<file path="src/rtl/pipe_skid_reg_if.sv">
// Valid/ready bus for pipe_skid_reg: upstream (in_*) and downstream (out_*) sides.
// The flush signal exists only when PIPE_FLUSH_EN is defined.
interface pipe_skid_reg_if #(
    parameter int width = 32
);
    logic             in_valid;
    logic             in_ready;
    logic [width-1:0] in_data;
    logic             out_valid;
    logic             out_ready;
    logic [width-1:0] out_data;
`ifdef PIPE_FLUSH_EN
    logic             flush;

    modport slave (
        input  in_valid, in_data, out_ready, flush,
        output in_ready, out_valid, out_data
    );
    modport master (
        output in_valid, in_data, out_ready, flush,
        input  in_ready, out_valid, out_data
    );
`else
    modport slave (
        input  in_valid, in_data, out_ready,
        output in_ready, out_valid, out_data
    );
    modport master (
        output in_valid, in_data, out_ready,
        input  in_ready, out_valid, out_data
    );
`endif
endinterface

</file>
<file path="src/rtl/pipe_skid_reg.sv">
// Handshaked pipeline register with a one-beat skid slot; in_ready is a flop.
// Optional PIPE_FLUSH_EN adds a flush input that drops all buffered beats.
module pipe_skid_reg #(
    parameter int width = 32
) (
    input  logic            clk,
    input  logic            reset,
    pipe_skid_reg_if.slave  bus
);
    localparam logic [1:0] ST_EMPTY = 2'b00;
    localparam logic [1:0] ST_BUSY  = 2'b01;
    localparam logic [1:0] ST_FULL  = 2'b11;

    logic [width-1:0] r_main_data;
    logic [width-1:0] r_skid_data;
    logic             r_out_valid;
    logic             r_skid_valid;
    logic             r_in_ready;

    logic             w_in_xfer;
    logic             w_out_xfer;
    logic [1:0]       w_state;

    assign w_in_xfer  = bus.in_valid && r_in_ready;
    assign w_out_xfer = r_out_valid && bus.out_ready;
    // The occupancy flags themselves encode the state.
    assign w_state    = {r_skid_valid, r_out_valid};

    assign bus.in_ready  = r_in_ready;
    assign bus.out_valid = r_out_valid;
    assign bus.out_data  = r_main_data;

    always_ff @(posedge clk) begin
        if (reset) begin
            r_main_data  <= '0;
            r_skid_data  <= '0;
            r_out_valid  <= 1'b0;
            r_skid_valid <= 1'b0;
            r_in_ready   <= 1'b1;
`ifdef PIPE_FLUSH_EN
        end else if (bus.flush) begin
            r_out_valid  <= 1'b0;
            r_skid_valid <= 1'b0;
            r_in_ready   <= 1'b1;
`endif
        end else begin
            case (w_state)
                ST_EMPTY: begin
                    if (w_in_xfer) begin
                        r_main_data <= bus.in_data;
                        r_out_valid <= 1'b1;
                    end
                end
                ST_BUSY: begin
                    if (w_in_xfer && w_out_xfer) begin
                        r_main_data <= bus.in_data;
                    end else if (w_in_xfer) begin
                        r_skid_data  <= bus.in_data;
                        r_skid_valid <= 1'b1;
                        r_in_ready   <= 1'b0;
                    end else if (w_out_xfer) begin
                        r_out_valid <= 1'b0;
                    end
                end
                ST_FULL: begin
                    if (w_out_xfer) begin
                        r_main_data  <= r_skid_data;
                        r_skid_valid <= 1'b0;
                        r_in_ready   <= 1'b1;
                    end
                end
                default: begin
                    // Skid without main is unreachable; fall back to EMPTY.
                    r_skid_valid <= 1'b0;
                    r_out_valid  <= 1'b0;
                    r_in_ready   <= 1'b1;
                end
            endcase
        end
    end
endmodule

</file>
<file path="src/flat_wrapper.sv">
// flat-port wrapper written by rule: the top's interface ports become plain ports
module pipe_skid_reg_flat 
#(
    parameter int width = 32
)
  (clk, reset, bus_in_valid, bus_in_data, bus_out_ready, bus_in_ready, bus_out_valid, bus_out_data);
  pipe_skid_reg_if #(.width(width)) bus_i ();
  input  logic clk;
  input  logic reset;
  input wire logic [$bits(bus_i.in_valid)-1:0] bus_in_valid;
  input wire logic [$bits(bus_i.in_data)-1:0] bus_in_data;
  input wire logic [$bits(bus_i.out_ready)-1:0] bus_out_ready;
  output wire logic [$bits(bus_i.in_ready)-1:0] bus_in_ready;
  output wire logic [$bits(bus_i.out_valid)-1:0] bus_out_valid;
  output wire logic [$bits(bus_i.out_data)-1:0] bus_out_data;
  assign bus_i.in_valid = bus_in_valid;
  assign bus_i.in_data = bus_in_data;
  assign bus_i.out_ready = bus_out_ready;
  assign bus_in_ready = bus_i.in_ready;
  assign bus_out_valid = bus_i.out_valid;
  assign bus_out_data = bus_i.out_data;
  pipe_skid_reg #(.width(width)) u_core (.clk(clk), .reset(reset), .bus(bus_i));
endmodule
</file>
<file path="config.mk">
export PLATFORM = sky130hd
export DESIGN_NAME = pipe_skid_reg_flat
export DESIGN_NICKNAME = d
export VERILOG_FILES = /design/src/rtl/pipe_skid_reg_if.sv /design/src/rtl/pipe_skid_reg.sv /design/src/flat_wrapper.sv
export SDC_FILE = /design/constraint.sdc
export NUM_CORES = 1
export LEC_CHECK = 0
export ABC_AREA = 1
export CORE_UTILIZATION = 45
export CTS_BUF_LIST = sky130_fd_sc_hd__clkbuf_8
export DETAILED_ROUTE_END_ITERATION = 8
export GPL_TIMING_DRIVEN = 0
export PLACE_DENSITY = 0.73
export SLEW_MARGIN = 20
export SYNTH_ARGS = -nofsm -noshare
export SYNTH_HDL_FRONTEND = slang
export SYNTH_SLANG_ARGS = --single-unit
</file>
<file path="constraint.sdc">
create_clock -name clk -period 1.9 [get_ports clk]
set_input_delay 0.19 -clock clk [delete_from_list [all_inputs] [get_ports clk]]
set_output_delay 0.19 -clock clk [all_outputs]
set_load 0.02 [all_outputs]
</file>
==> impl_metrics.toml <==
[worst_setup_path]
endpoint_kind = "output port"
cp_num_buf_inv = 1
slowest_stage = "clkdlybuf4s50_1"
rr_endpoint = "u_core.bus.out_data[28]$_SDFFE_PP0P_"
rr_worst_depth = 6
cp_max_fo = 4
critPathMaxStageDelay_ns = 0.65
worstSetupStartpointType = "flip-flop"
crit-reg2reg-launch = "u_core.bus.out_valid$_SDFFE_PP0P_"
path_cells = "clkdlybuf4s50_1"
rrSetupSlack_ns = 0.53
crit_arrival_ns = 1.38
cp_top_family = "buffers and inverters"
cp.required_ns = 1.71
critPathKind = "reg -> out"

[die]
fp.dieArea_mm2 = 0.007112
ios = 70
start_util_pct = 47.23
die_w_um = 84.34
core_area_mm2 = 0.006459
fp-row-count = 29
fp.dieH_um = 84.34

[clock_network]
clk_latency_ns = 0.35
htreeDepth = 3
cts_tree = "built"
cts_resized = 0
cts_max_path_buffers = 2
cts_setup_buffers = 0
clock-root-buffer = "clkbuf_8"
cts-buffers-inserted = 9
clkTransAtPathRegs_ns = 0.07
ctsHoldBuffers = 0
clock-sinks = 67

[placed_design]
io_buffers = 69
hpwl_mm = 5.224
pre_cts_ws_ns = 0.2542
gp_congestion = 0.8087

[status]
outcome = "finished, violations left"
failed_checks = "design-rule violations"

[power]
total_power_mw = 3.740
power.density_mw_per_mm2 = 912.8
leakage_nw = 1.914
vdd_drop_max_mv = 0.7808

[hold_path]
min_to = "u_core.r_skid_valid$_SDFFE_PP0P_"
hp-start = "reset"
holdPathStages = 2
hp-class = "in -> reg"

[global_route]
antenna_found_initial = 0
grt_usage_pct = 23.04
grt_pass1_wl_mm = 12.90
grt_start_max_net_pins = 12
grt_pass1_vias = 2819
overflow = 0

[synth]
ys_warn_count = 0
ys_types = 19
synth_area_mm2 = 0.003050
ys_seq_area_share_pct = 43.97
syn_nets = 503
synth_cells = 467
synth-seq-cells = 67
syn_area_per_cell_um2 = 6.532

[finish]
drive_above_1_share_pct = 8.696
antenna_cells = 0
nets = 583
final_cell_mix = "129 x nand2_1, 129 x nor2_1, 69 x clkdlybuf4s50_1, 67 x dfxtp_1, 34 x inv_1"
syn_to_final_growth_pct = 34.33

[sta]
relSlewSlack_pct = 66.27
rsz0062_at_grt = "false"
setup_ws_ns = 0.3260
timing.final.crit_share_pct = 82.84
skew_ns = 0.005947
fin_setup_tns_ns = 0
final_hold_viol_count = 0
finalMaxSlewViolations = 0
timing.fmax_mhz = 635.3
fin_crit_ns = 1.574
setup_violations = 0
tightest_slew_ns = 0.5060

[route]
drc = 8
ant_nets = 0
drt-initial-drc-count = 145
wl_mm = 7.502
viasPerCell = 4.808
drtPass1Iterations = 6
vias = 3024
wl_per_cell_um = 11.93

[job]
maxCapViolations = 0
power by group:
| group | internal, mW | total (mW) | switching (mW) |
|---|---|---|---|
| Clock | 0.978 | 1.52 | 0.542 |
| Combinational | 0.307 | 0.673 | 0.366 |
| Sequential | 1.50 | 1.55 | 0.0483 |
registers in the layout, summed over array words and instances, names as in the netlist:
signal / cells
u_core.bus.out_data: 32
u_core.r_skid_data: 32
u_core.bus.in_ready: 1
u_core.bus.out_valid: 1
u_core.r_skid_valid: 1
stage by stage:
| step | cell area, µm² | std cells | hold WS, ns | util, % |
|---|---|---|---|---|
| finish | 4098 | 629 | 0.4509 | 63.44 |
| global route | 4098 | 629 | 0.4468 | 63.44 |
| CTS | 4098 | 629 | 0.4378 | 63.44 |
| detailed placement | 3837 | 613 | 0.4728 | 59.41 |
| global placement | 3837 | 613 | 0.4628 | 59.41 |
| floorplan | 3050 | 467 | 0.2685 | - |
metal layers:
layer,GRT usage (%),vias to the layer above,wire length [µm],share of wire [%]
li1,-,1574,-,-
met1,28.40,1356,3437,46
met2,38.45,87,3502,47
met3,7.178,7,466,6.2
met4,7.704,0,97,1.3
met5,0,-,0,0
worst max-delay path by stage:
| stage | startpoint | end | slack, ns | cells past startpoint |
|---|---|---|---|---|
| 2_1_floorplan | u_core.bus.out_valid$_SDFFE_PP0P_ | u_core.r_skid_data[6]$_SDFFE_PP0P_ | 0.61 | 7 |
| 3_3_place_gp | reset | u_core.bus.out_data[4]$_SDFFE_PP0P_ | 0.32 | 6 |
| 3_5_place_dp | reset | u_core.bus.out_data[3]$_SDFFE_PP0P_ | 0.25 | 6 |
| 4_1_cts | u_core.bus.in_ready$_SDFFE_PP1P_ | bus_in_ready | 0.31 | 1 |
| 5_1_grt | u_core.bus.in_ready$_SDFFE_PP1P_ | bus_in_ready | 0.28 | 1 |
| 6_report | u_core.bus.in_ready$_SDFFE_PP1P_ | bus_in_ready | 0.33 | 1 |
synth_stat cells:
cell type  instances  area, µm²
nor2_4             1      11.26
nand3_1           32      160.2
clkinv_2           1      5.000
inv_2              3      11.26
o21ai_1           15      75.07
buf_2             11      55.05
nor2_1           129      484.2
buf_4              4      30.03
nand3_2            1      10.01
dfxtp_1           67       1341
inv_1             34      127.6
nand2_2            3      18.77
nand2_1          129      484.2
buf_6              7      78.83
clkbuf_1           8      30.03
nand2_8            1      20.02
o21ai_0           19      95.09
a211oi_1           1      7.510
a21oi_1            1      5.000
layout make-up:
type                       count  area (µm²)
multi-input combinational    332        1371
clock inverter                 4       95.09
buffer                        30       193.9
sequential                    67        1341
timing repair buffer          69       690.7
clock buffer                  12       165.2
tap                           77       96.34
fill                         587        2361
inverter                      38       143.9
logic make-up after synthesis:
group	Yosys count	synth area share [%]
AOI/OAI and AO/OA	36	5.988
and+or+nand+nor	296	38.97
DFF	67	43.97
buffers and inverters	68	11.07
No activity file was read; power rests on OpenSTA's default activity.
